==> config.mk <==
export PLATFORM = sky130hd
export DESIGN_NAME = dual_index_decoder
export DESIGN_NICKNAME = d
export VERILOG_FILES = /design/src/rtl/dual_index_decoder.sv
export SDC_FILE = /design/constraint.sdc
export NUM_CORES = 1
export LEC_CHECK = 0
export CAP_MARGIN = 20
export CELL_PAD_IN_SITES_DETAIL_PLACEMENT = 1
export CELL_PAD_IN_SITES_GLOBAL_PLACEMENT = 1
export CORE_UTILIZATION = 38
export CTS_CLUSTER_SIZE = 25
export DETAILED_ROUTE_END_ITERATION = 12
export GPL_ROUTABILITY_DRIVEN = 1
export PLACE_DENSITY_LB_ADDON = 0.1
export SLEW_MARGIN = 20
export SYNTH_ARGS = -nofsm -noshare
export SYNTH_HDL_FRONTEND = slang
export SYNTH_SLANG_ARGS = --single-unit
==> constraint.sdc <==
create_clock -name clk -period 2.4 [get_ports clk]
set_input_delay 0.48 -clock clk [delete_from_list [all_inputs] [get_ports clk]]
set_output_delay 0.48 -clock clk [all_outputs]
set_load 0.05 [all_outputs]
==> src/rtl/dual_index_decoder.sv <==
// Turns a prioritised pair of 4-bit indices into up to two one-hot grants,
// issued in order under a valid/ready handshake, and accumulates a grant mask.
module dual_index_decoder #(
    parameter int INPUT_BITS = 12
) (
    input  logic                  clk,
    input  logic                  reset,
    input  logic                  in_valid,
    output logic                  in_ready,
    input  logic [3:0]            first,
    input  logic                  first_vld,
    input  logic [3:0]            second,
    input  logic                  second_vld,
    output logic [INPUT_BITS-1:0] grant,
    output logic                  out_valid,
    input  logic                  out_ready,
    output logic                  out_last,
    output logic [INPUT_BITS-1:0] mask,
    output logic                  done,
    output logic                  err
);

    typedef enum logic [1:0] {
        IDLE        = 2'd0,
        EMIT_FIRST  = 2'd1,
        EMIT_SECOND = 2'd2
    } state_t;

    localparam logic [4:0]            LIMIT    = 5'(INPUT_BITS);
    localparam logic [INPUT_BITS-1:0] ONE_HOT0 = {{(INPUT_BITS-1){1'b0}}, 1'b1};
    localparam logic [INPUT_BITS-1:0] ZERO_VEC = {INPUT_BITS{1'b0}};

    state_t                  state_q, state_d;
    logic [3:0]              second_idx_q, second_idx_d;
    logic                    second_ok_q, second_ok_d;
    logic [INPUT_BITS-1:0]   grant_q, grant_d;
    logic                    out_valid_q, out_valid_d;
    logic                    out_last_q, out_last_d;
    logic [INPUT_BITS-1:0]   mask_q, mask_d;
    logic                    done_q, done_d;
    logic                    err_q, err_d;

    logic                    capture_s;
    logic                    first_ok_s;
    logic                    second_ok_s;
    logic                    first_oor_s;
    logic                    second_oor_s;

    // Qualify the offered indices; a second that duplicates a usable first is dropped silently.
    always_comb begin
        capture_s    = in_valid && (state_q == IDLE);
        first_oor_s  = first_vld  && ({1'b0, first}  >= LIMIT);
        second_oor_s = second_vld && ({1'b0, second} >= LIMIT);
        first_ok_s   = first_vld && !first_oor_s;
        second_ok_s  = second_vld && !second_oor_s && !(first_ok_s && (second == first));
    end

    // Next-state and registered-output computation for the emit sequence.
    always_comb begin
        state_d      = state_q;
        second_idx_d = second_idx_q;
        second_ok_d  = second_ok_q;
        grant_d      = grant_q;
        out_valid_d  = out_valid_q;
        out_last_d   = out_last_q;
        mask_d       = mask_q;
        done_d       = 1'b0;
        err_d        = 1'b0;
        case (state_q)
            IDLE: begin
                if (capture_s) begin
                    mask_d       = ZERO_VEC;
                    err_d        = first_oor_s || second_oor_s;
                    second_idx_d = second;
                    second_ok_d  = second_ok_s;
                    if (first_ok_s) begin
                        state_d     = EMIT_FIRST;
                        grant_d     = ONE_HOT0 << first;
                        out_valid_d = 1'b1;
                        out_last_d  = !second_ok_s;
                    end else if (second_ok_s) begin
                        state_d     = EMIT_SECOND;
                        grant_d     = ONE_HOT0 << second;
                        out_valid_d = 1'b1;
                        out_last_d  = 1'b1;
                    end else begin
                        done_d      = 1'b1;
                    end
                end else begin
                    state_d = IDLE;
                end
            end
            EMIT_FIRST: begin
                if (out_ready) begin
                    mask_d = mask_q | grant_q;
                    if (second_ok_q) begin
                        state_d    = EMIT_SECOND;
                        grant_d    = ONE_HOT0 << second_idx_q;
                        out_last_d = 1'b1;
                    end else begin
                        state_d     = IDLE;
                        grant_d     = ZERO_VEC;
                        out_valid_d = 1'b0;
                        out_last_d  = 1'b0;
                        done_d      = 1'b1;
                    end
                end else begin
                    state_d = EMIT_FIRST;
                end
            end
            EMIT_SECOND: begin
                if (out_ready) begin
                    mask_d      = mask_q | grant_q;
                    state_d     = IDLE;
                    grant_d     = ZERO_VEC;
                    out_valid_d = 1'b0;
                    out_last_d  = 1'b0;
                    done_d      = 1'b1;
                end else begin
                    state_d = EMIT_SECOND;
                end
            end
            default: begin
                state_d     = IDLE;
                grant_d     = ZERO_VEC;
                out_valid_d = 1'b0;
                out_last_d  = 1'b0;
            end
        endcase
    end

    // State and output registers; reset aborts any pair in flight without a done pulse.
    always_ff @(posedge clk or posedge reset) begin
        if (reset) begin
            state_q      <= IDLE;
            second_idx_q <= 4'd0;
            second_ok_q  <= 1'b0;
            grant_q      <= ZERO_VEC;
            out_valid_q  <= 1'b0;
            out_last_q   <= 1'b0;
            mask_q       <= ZERO_VEC;
            done_q       <= 1'b0;
            err_q        <= 1'b0;
        end else begin
            state_q      <= state_d;
            second_idx_q <= second_idx_d;
            second_ok_q  <= second_ok_d;
            grant_q      <= grant_d;
            out_valid_q  <= out_valid_d;
            out_last_q   <= out_last_d;
            mask_q       <= mask_d;
            done_q       <= done_d;
            err_q        <= err_d;
        end
    end

    assign in_ready  = (state_q == IDLE);
    assign grant     = grant_q;
    assign out_valid = out_valid_q;
    assign out_last  = out_last_q;
    assign mask      = mask_q;
    assign done      = done_q;
    assign err       = err_q;

endmodule
# After elaboration in Yosys (flattened, before gate mapping)
# Cells that the tools add are included.
dict set report op_classes {
  eq_ne 10
  reduce_logical 19
  magnitude_cmp 2
  bitwise 1
  shift 3
  n_mux 38
}
# operator count
set ops {}
lappend ops {{12-bit 2-to-1 mux} 8}
lappend ops {{12-bit one-hot mux with 3 select lines} 1}
lappend ops {{1-bit by 4-bit << shifter with 12-bit output (first input constant)} 3}
lappend ops {{12-bit one-hot mux with 2 select lines} 1}
lappend ops {{1-bit 2-to-1 mux} 18}
lappend ops {{2-bit 2-to-1 mux} 6}
lappend ops {{12-bit OR} 1}
lappend ops {{1-bit one-hot mux with 3 select lines} 3}
lappend ops {{4-bit >= comparator (second input constant)} 2}
lappend ops {{1-bit logical AND} 7}
lappend ops {{2-bit != test (second input constant)} 3}
lappend ops {{2-bit one-hot mux with 3 select lines} 1}
lappend ops {{5-bit AND reduction} 1}
lappend ops {{4-bit == test} 1}
lappend ops {{1-bit zero test} 4}
lappend ops {{2-bit by 1-bit != test with 1-bit output (second input constant)} 2}
lappend ops {{4-bit by 2-bit != test with 1-bit output (second input constant)} 1}
lappend ops {{4-bit AND reduction} 1}
lappend ops {{3-bit by 1-bit != test with 1-bit output (second input constant)} 1}
lappend ops {{3-bit AND reduction} 1}
lappend ops {{2-bit by 1-bit == test with 1-bit output (second input constant)} 1}
lappend ops {{2-bit == test (second input constant)} 1}
lappend ops {{2-bit zero test} 1}
lappend ops {{2-bit AND reduction} 1}
lappend ops {{other kinds (3)} 3}
dict set report totals {
  regBits 35
  out_inout_bits 29
}

# Longest topological paths before layout
# Gate-level depths: netlist (run 1).
dict set report depth {
  word_depth 11
  ltp_mapped 8
  ltp_nobuf 6
}

# Worst setup path after synthesis (run 1)
# Ideal clock, no wire load.
dict set report synth_path {
  kind {reg2reg}
  from {register state_q[0]}
  to {register grant_q[1], in the netlist grant[1]}
  setup_slack_ps 108
  stages_incl_launch_ff 9
  t_required_ps 2333
  t_arrival_ps 2224
  setup_ps 67
  path_cell_list {dfrtp_1 inv_1 ha_1 nand2_1 a211o_1 buf_6 buf_6 nor4_2 a221o_1}
}
dict set report synth_between {
  elab_chain_cells 4
  elab_cells_between_ends 10
  classes_between {eq/ne (6); mux (1); reduce/logical (3)}
}
# item line_no
set synth_lines {}
lappend synth_lines {{from (decl)} 33} ;# state_t state_q, state_d;
lappend synth_lines {{from (signal assigned)} 145} ;# state_q <= state_d;
lappend synth_lines {{2-bit zero test (*)} -}
lappend synth_lines {{via in_ready} 9} ;# output logic in_ready,
lappend synth_lines {{1-bit logical AND} 51} ;# capture_s = in_valid && (state_q == IDLE);
lappend synth_lines {{2-bit by 1-bit != test with 1-bit output (no source line)} -}
lappend synth_lines {{4-bit AND reduction (no source line)} -}
lappend synth_lines {{to (signal assigned)} 148} ;# grant_q <= grant_d;
lappend synth_lines {{to (decl)} 36} ;# logic [INPUT_BITS-1:0] grant_q, grant_d;
# Mark *: on every way through the listed nets, which the timed path passes. The rest lies on a longest branch.
# A chain may end at the register's enable or synchronous reset.

# Final worst setup path (run 1)
dict set report layout_path {
  from {input port first_vld}
  to {register grant_q[8], in the netlist grant[8]}
}
dict set report layout_between {
  elab_chain_cells 8
  elab_cells_between_ends 11
  classes_between {eq/ne (1); mux (3); reduce/logical (7)}
}
# item line_no
set layout_lines {}
lappend layout_lines {{from (decl)} 11} ;# input logic first_vld,
lappend layout_lines {{1-bit logical AND} 52} ;# first_oor_s = first_vld && ({1'b0, first} >= LIMIT);
lappend layout_lines {{1-bit zero test} 54} ;# first_ok_s = first_vld && !first_oor_s;
lappend layout_lines {{1-bit logical AND (*)} 54}
lappend layout_lines {{1-bit logical AND} 55} ;# second_ok_s = second_vld && !second_oor_s && !(first_ok_s && (second == first));
lappend layout_lines {{1-bit zero test} 55}
lappend layout_lines {{1-bit logical AND} 55}
lappend layout_lines {{3-bit by 1-bit != test with 1-bit output (no source line)} -}
lappend layout_lines {{4-bit AND reduction (no source line)} -}
# Every way passes the cells marked *; elsewhere a longest branch is shown, timed or not. The select of a mux whose other input is x is not followed.

==> load_flow_metrics.sql, run 1 <==
INSERT INTO impl_metrics (metric_group, metric, value, unit) VALUES
('worst_hold_path', 'worstHoldPathCells', '2', ''),
('finish', 'finished_layout_cells', '302', ''),
('global_route', 'groute.layer.met3.usage', '4.583', '%'),
('synthesis', 'synth_sequential_area_ratio', '46.92', '%'),
('sta', 'maxSlewViolCount', '0', ''),
('synthesis', 'ys_async_sr_fraction', '100.0', '%'),
('finish', 'finish.net_count', '252', ''),
('power', 'power.combinational.fraction', '47.6', '%'),
('clock_tree', 'post-cts-setup-buffers', '0', ''),
('sta', 'finalHoldWorstSlack', '0.4917', 'ns'),
('clock_tree', 'clkSlewWorstSetupHoldPaths', '0.07', 'ns'),
('clock_tree', 'htree_depth', '2', ''),
('synthesis', 'postSynthRegisterBits', '35', ''),
('sta', 'timing.final.setup_violations', '0', ''),
('drt', 'detail_route.wirelength', '5154', 'um'),
('sta', 'rsz0062_at_grt', 'no', ''),
('place', 'place.port_buffers', '42', ''),
('setup_path', 'path_cells', 'clkdlybuf4s50_1, a21bo_1, a211o_1, nor4_1, a221o_1', ''),
('setup_path', 'crit-reg2reg-launch', 'state_q[0]', ''),
('clock_tree', 'tritoncts', 'built', ''),
('finish', 'final.fill_count', '530', ''),
('place', 'numPlacedInstances', '294', ''),
('finish', 'fin_util', '52.98', '%'),
('drt', 'ant_nets', '0', ''),
('global_route', 'wire_length_of_the_first_global_routing_pass', '8687', 'um'),
('synthesis', 'synth.cell_area', '1867', 'um^2'),
('drt', 'drcViolationCount', '0', ''),
('run_status', 'outcome', 'finished clean', ''),
('power', 'p_int', '1.411', 'mW'),
('clock_tree', 'clock_sink_count', '35', ''),
('setup_path', 'rrSetupSlack', '0.20', 'ns'),
('sta', 'final.setup.tns', '0', 'ns'),
('sta', 'fin_hold_viols', '0', ''),
('setup_path', 'startpoint_type', 'input pin', ''),
('synthesis', 'synth_warnings', '0', ''),
('global_route', 'busiest_layer_in_global_routing', 'met2', ''),
('floorplanning', 'io-pin-count', '43', ''),
('floorplanning', 'coreArea', '4723', 'um^2'),
('synthesis', 'yosys_most_used_dff', 'sky130_fd_sc_hd__dfrtp_1', ''),
('floorplanning', 'die-area', '5197', 'um^2'),
('place', 'placed_wire_length_estimate_after_detailed_placement', '3913', 'um'),
('clock_tree', 'max-clock-path-buffers', '2', ''),
('global_route', 'globalRouteMet2Util', '37.59', '%'),
('global_route', 'grt_pass1_vias', '1715', ''),
('power', 'power.share.sequential', '33.8', '%'),
('synthesis', 'synth.net_count', '199', ''),
('sta', 'clock_skew', '0.01018', 'ns'),
('setup_path', 'critical-path-max-stage-delay', '0.56', 'ns'),
('drt', 'route.vias.total', '1680', ''),
('power', 'clkPwrFrac', '18.6', '%'),
('finish', 'drive_gt1_share', '11.49', '%'),
('finish', 'layout.cells.most_common_list', '41 x sky130_fd_sc_hd__clkdlybuf4s50_1, 35 x sky130_fd_sc_hd__dfrtp_1, 20 x sky130_fd_sc_hd__a21oi_1', ''),
('floorplanning', 'fp.dieH', '72.09', 'um'),
('place', 'gp_congestion', '0.8598', ''),
('setup_path', 'timing.critical_path.required', '2.63', 'ns'),
('sta', 'min_period_over_period', '92.24', '%'),
('synthesis', 'netlist_top_cells_area', 'sky130_fd_sc_hd__dfrtp_1 47%, sky130_fd_sc_hd__a21oi_1 5.4%, sky130_fd_sc_hd__a221o_1 3.8%', ''),
('clock_tree', 'clock_latency', '0.29', 'ns'),
('sta', 'max_clock_freq', '0.4517', 'GHz'),
('synthesis', 'syn_inst', '181', ''),
('power', 'power_leakage', '1.139', 'nW'),
('setup_path', 'critical-path-slowest-cell', 'sky130_fd_sc_hd__clkdlybuf4s50_1', ''),
('synthesis', 'yosysTopAreaCellShare', '46.92', '%'),
('sta', 'worst-slew-pin-transition', '0.9243', 'ns'),
('drt', 'dr_pass1_iterations', '4', ''),
('synthesis', 'syn-mean-instance-area', '10.31', 'um^2'),
('power', 'worst_ir_drop_vdd', '0.6810', 'mV'),
('global_route', 'grt.met1_usage', '26.74', '%'),
('setup_path', 'critical-path-top-delay-family', 'compound AO/OA/AOI/OAI gates', ''),
('global_route', 'globalRouteTotalUtil', '21.85', '%'),
('setup_path', 'critical_path.endpoint_type', 'flip-flop', '');
==> worst max-delay path by stage <==
stage,cells past startpoint,slack [ns],from,end
floorplan,8,0.11,state_q[0],grant[1]
global placement,6,-0.009,first_vld,grant[2]
detailed placement,5,-0.09,first_vld,grant[8]
CTS,6,0.21,state_q[1],grant[1]
global route,6,0.03,state_q[1],mask[9]
finish,5,0.19,first_vld,grant[8]
==> cells by family (layout without fill, tap and decap cells) <==
group	count (synthesis)	after routing	synth area share, %
fa+ha+maj	4	4	2.681
compound gates	60	60	23.32
flops	35	35	46.92
xor+xnor	4	4	1.876
simple gates	56	56	16.55
buf+inv	14	68	4.021
mux	8	8	4.625
==> tightest hold or removal path: stages, from the launching register on <==
cell                      delay (ns)
sky130_fd_sc_hd__dfrtp_1        0.34
sky130_fd_sc_hd__a21oi_1        0.04
sky130_fd_sc_hd__nor2_1         0.07
==> cell type report <==
| cell class | instances | area, um^2 | area share [%] |
|---|---|---|---|
| multi-input cells | 132 | 915.9 | 36.60 |
| repair buffers | 53 | 500.5 | 20.00 |
| flip-flops and latches | 35 | 875.8 | 35.00 |
| well taps | 67 | 83.83 | 3.350 |
| inverters | 7 | 26.28 | 1.050 |
| clock buffers | 8 | 100.1 | 4.000 |
==> metrics by stage <==
step           power, mW  instance area [um^2]  setup slack (ns)
6_report           2.541                  2502            0.1863
3_3_place_gp       2.041                  2402         -0.008805
3_5_place_dp       2.081                  2402          -0.08871
5_1_grt            2.689                  2502           0.02868
4_1_cts            2.557                  2502            0.2093
2_1_floorplan      1.688                  1867            0.1084
==> cell usage after synthesis (4+ instances only) <==
cell	number
sky130_fd_sc_hd__clkbuf_1	4
sky130_fd_sc_hd__a211o_1	6
sky130_fd_sc_hd__inv_1	7
sky130_fd_sc_hd__a21oi_1	20
sky130_fd_sc_hd__o21ai_0	5
sky130_fd_sc_hd__a221o_1	7
sky130_fd_sc_hd__nor2_1	17
sky130_fd_sc_hd__and3_1	4
sky130_fd_sc_hd__dfrtp_1	35
sky130_fd_sc_hd__nand2_1	4
sky130_fd_sc_hd__nor4_1	10
sky130_fd_sc_hd__xor2_1	4
sky130_fd_sc_hd__nand3_1	6
sky130_fd_sc_hd__ha_1	4
==> registers in the layout, summed over array words and instances (netlist names) <==
signal and cells:
grant 12, mask 12, second_idx_q 4, state_q 2, done 1, err 1
out_last 1, out_valid 1, second_ok_q 1
==> power by group through the flow <==
stage / Combinational, mW / Sequential [mW] / Clock (mW)
final: 1.21 / 0.859 / 0.474
after global routing: 1.30 / 0.883 / 0.509
after CTS: 1.22 / 0.859 / 0.481
after detailed placement: 1.21 / 0.870 / 0
after global placement: 1.18 / 0.859 / 0
after floorplan: 0.533 / 1.15 / 0
==> metal layers <==
| layer | share of wire, % | up-vias |
|---|---|---|
| met1 | 44 | 830 |
| li1 | - | 789 |
| met2 | 50 | 49 |
| met5 | 0 | - |
| met3 | 3.8 | 12 |
| met4 | 2.4 | 0 |
No activity file was read; power rests on OpenSTA's default activity.
==> run 2, diff against run 1 <==
--- a/config.mk
+++ b/config.mk
@@ -8,11 +8,13 @@
 export CAP_MARGIN = 20
 export CELL_PAD_IN_SITES_DETAIL_PLACEMENT = 1
 export CELL_PAD_IN_SITES_GLOBAL_PLACEMENT = 1
+export CORE_MARGIN = 4
 export CORE_UTILIZATION = 38
 export CTS_CLUSTER_SIZE = 25
 export DETAILED_ROUTE_END_ITERATION = 12
 export GPL_ROUTABILITY_DRIVEN = 1
 export PLACE_DENSITY_LB_ADDON = 0.1
+export RECOVER_POWER = 50
 export SLEW_MARGIN = 20
 export SYNTH_ARGS = -nofsm -noshare
 export SYNTH_HDL_FRONTEND = slang
==> run 2 against run 1 <==
  * Routed wire length increased by 4.3%
  * Sequential cell count unchanged
  * Critical path depth increased by 1
  * Count of clock-buffer cells in the layout decreased by 2
==> load_flow_metrics.sql, run 2 (synthesis gave the netlist of run 1 again) <==
INSERT INTO impl_metrics (metric_group, metric, value, unit) VALUES
('place', 'gp_congestion', '0.8371', ''),
('setup_path', 'crit_buf_inv', '2', ''),
('clock_tree', 'tritoncts', 'built', ''),
('power', 'power.switching_fraction', '43.63', '%'),
('sta', 'max_clock_freq', '0.4351', 'GHz'),
('clock_tree', 'clock_sink_count', '35', ''),
('setup_path', 'critical_path_peak_fanout', '6', ''),
('drt', 'detail_route.wirelength', '5377', 'um'),
('drt', 'drcViolationCount', '0', ''),
('drt', 'via_per_inst', '5.511', ''),
('drt', 'dr.first_iter.drc_count', '66', ''),
('drt', 'route.vias.total', '1681', ''),
('sta', 'final_period_minus_worst_setup_slack', '2.299', 'ns'),
('floorplanning', 'io-pin-count', '43', ''),
('worst_hold_path', 'worstHoldPathCells', '2', ''),
('worst_hold_path', 'worst_hold_path_type', 'reg2reg', ''),
('global_route', 'grt_antenna_before_repair', '0', ''),
('power', 'clkPwrFrac', '21.1', '%'),
('floorplanning', 'coreArea', '4755', 'um^2'),
('clock_tree', 'clockRootBuffer', 'sky130_fd_sc_hd__clkbuf_8', ''),
('setup_path', 'crit-reg2reg-launch', 'state_q[1]', ''),
('worst_hold_path', 'holdPathEnd', 'mask[5]', ''),
('sta', 'timing.final.setup_violations', '0', ''),
('setup_path', 'reg2reg_depth', '6', ''),
('finish', 'layout.cells.most_common_list', '35 x sky130_fd_sc_hd__dfrtp_1, 33 x sky130_fd_sc_hd__clkdlybuf4s50_1, 20 x sky130_fd_sc_hd__a21oi_1', ''),
('setup_path', 'worst-setup-path-type', 'in2reg', ''),
('global_route', 'wire_length_of_the_first_global_routing_pass', '8901', 'um'),
('clock_tree', 'clock_latency', '0.29', 'ns'),
('setup_path', 'critical-path-slowest-cell', 'sky130_fd_sc_hd__dlygate4sd3_1', ''),
('finish', 'finish.net_count', '255', ''),
('setup_path', 'critical-path-top-delay-family', 'buffers and inverters', ''),
('sta', 'min_period_over_period', '95.77', '%'),
('sta', 'clock_skew', '0.005640', 'ns'),
('global_route', 'grt_pass1_vias', '1758', ''),
('sta', 'finalHoldWorstSlack', '0.4905', 'ns'),
('sta', 'rsz0062_at_grt', 'no', ''),
('sta', 'maxSlewViolCount', '0', ''),
('clock_tree', 'max-clock-path-buffers', '2', ''),
('place', 'placed_wire_length_estimate_after_detailed_placement', '4212', 'um'),
('power', 'power_leakage', '1.177', 'nW'),
('setup_path', 'critical-path-max-stage-delay', '0.63', 'ns'),
('clock_tree', 'hold_buffers', '0', ''),
('sta', 'fin_hold_viols', '0', ''),
('finish', 'insertedDiodeCount', '0', ''),
('setup_path', 'timing.critical_path.required', '2.64', 'ns'),
('setup_path', 'path_cells', 'dlygate4sd3_1, a21bo_1, buf_4, mux2_1, nor4_1, a211o_1', ''),
('clock_tree', 'ctsResizeCount', '0', ''),
('setup_path', 'rrSetupSlack', '0.19', 'ns'),
('power', 'worst_ir_drop_vdd', '0.5806', 'mV'),
('floorplanning', 'rows', '25', ''),
('setup_path', 'startpoint_type', 'input pin', ''),
('global_route', 'global_route.overflow_total', '0', ''),
('drt', 'avgRoutedWirePerCell', '17.63', 'um'),
('finish', 'final.fill_count', '544', ''),
('global_route', 'grt_max_degree', '36', ''),
('power', 'power.share.sequential', '32.7', '%'),
('setup_path', 'critical_path.endpoint_type', 'flip-flop', ''),
('setup_path', 'worst-endpoint-arrival', '2.53', 'ns'),
('sta', 'slew_headroom', '34.27', '%'),
('drt', 'dr_pass1_iterations', '4', ''),
('floorplanning', 'die-area', '6098', 'um^2'),
('global_route', 'globalRouteTotalUtil', '18.74', '%'),
('finish', 'multiInputGateArea', '915.9', 'um^2'),
('run_status', 'outcome', 'finished clean', ''),
('clock_tree', 'cts_buffer_count', '5', ''),
('sta', 'worst-slew-pin-transition', '0.9859', 'ns'),
('finish', 'final-seq-area', '875.8', 'um^2'),
('finish', 'drive_gt1_share', '12.61', '%'),
('drt', 'ant_nets', '0', ''),
('worst_hold_path', 'hold_path.startpoint', 'mask[5]', ''),
('place', 'numPlacedInstances', '297', ''),
('finish', 'flow.area_growth_from_synthesis', '35.86', '%'),
('clock_tree', 'post-cts-setup-buffers', '0', ''),
('floorplanning', 'fp.dieH', '78.09', 'um'),
('power', 'total_switching_power', '1.142', 'mW'),
('floorplanning', 'die_span_x', '78.09', 'um'),
('clock_tree', 'htree_depth', '2', ''),
('place', 'place.port_buffers', '42', ''),
('floorplanning', 'floorplan.initialDensity', '39.26', '%'),
('power', 'power.combinational.fraction', '46.2', '%'),
('run', 'maxCapViolations', '0', ''),
('setup_path', 'worstReg2RegEnd', 'grant[2]', ''),
('power', 'pwr_density_cell', '1033', 'nW/um^2'),
('power', 'p_int', '1.476', 'mW'),
('clock_tree', 'clkSlewWorstSetupHoldPaths', '0.07', 'ns'),
('finish', 'finished_layout_cells', '305', ''),
('finish', 'commonest_non_fill_non_tap_cell_in_the_layout', 'sky130_fd_sc_hd__dfrtp_1', '');
## run 2: power groups by stage
stage | registers [mW] | clock network [mW] | logic, mW
after global routing | 0.878 | 0.594 | 1.30
final | 0.857 | 0.553 | 1.21
after floorplan | 1.15 | 0 | 0.533
after detailed placement | 0.869 | 0 | 1.24
after CTS | 0.858 | 0.569 | 1.24
after global placement | 0.860 | 0 | 1.20
## run 2: routing by layer
| layer | vias up | GRT usage [%] | routed length [um] |
|---|---|---|---|
| met5 | - | 0 | 0 |
| met4 | 0 | 8.741 | 89 |
| met3 | 9 | 3.670 | 249 |
| met2 | 41 | 32.36 | 2714 |
| met1 | 836 | 22.41 | 2323 |
| li1 | 795 | - | - |
## run 2: stage by stage
step	cell area, um^2	total power [mW]	setup WS (ns)	util [%]	setup TNS (ns)
after global placement	2425	2.057	0.03323	51.00	0
final	2536	2.619	0.1014	53.34	0
after global routing	2536	2.773	0.01997	53.34	0
after detailed placement	2425	2.105	-0.1034	51.00	-0.4895
after floorplan	1867	1.688	0.1084	-	0
after CTS	2542	2.666	0.1915	53.47	0
## run 2: worst min-delay path: stages, from the launching register on
cell and delay, ns:
sky130_fd_sc_hd__dfrtp_1 0.34, sky130_fd_sc_hd__a21oi_1 0.04, sky130_fd_sc_hd__nor2_1 0.07
## run 2: how the worst max path moves through the flow
| stage | startpoint | endpoint | slack [ns] | cells past startpoint |
|---|---|---|---|---|
| CTS | first_vld | grant[2] | 0.19 | 6 |
| finish | first_vld | grant[2] | 0.10 | 6 |
| detailed placement | first_vld | grant[2] | -0.10 | 6 |
| floorplan | state_q[0] | grant[1] | 0.11 | 8 |
| global placement | first_vld | grant[2] | 0.03 | 6 |
| global route | state_q[1] | mask[0] | 0.02 | 6 |
## run 2: final cells by class
| class | instances | share of cell area [%] |
|---|---|---|
| inverter | 7 | 1.036 |
| multi-input combinational | 132 | 36.11 |
| sequential | 35 | 34.53 |
| clock buffer | 6 | 3.256 |
| clock inverter | 2 | 1.381 |
| timing repair buffer | 56 | 20.37 |
| tap | 67 | 3.305 |
==> run 3, diff against run 2 <==
--- a/config.mk
+++ b/config.mk
@@ -15,6 +15,7 @@
 export GPL_ROUTABILITY_DRIVEN = 1
 export PLACE_DENSITY_LB_ADDON = 0.1
 export RECOVER_POWER = 50
+export SKIP_CTS_REPAIR_TIMING = 1
 export SLEW_MARGIN = 20
 export SYNTH_ARGS = -nofsm -noshare
 export SYNTH_HDL_FRONTEND = slang
==> results of run 3 <==
Same layout as run 2: the final DEF is identical, and so are final timing and power.
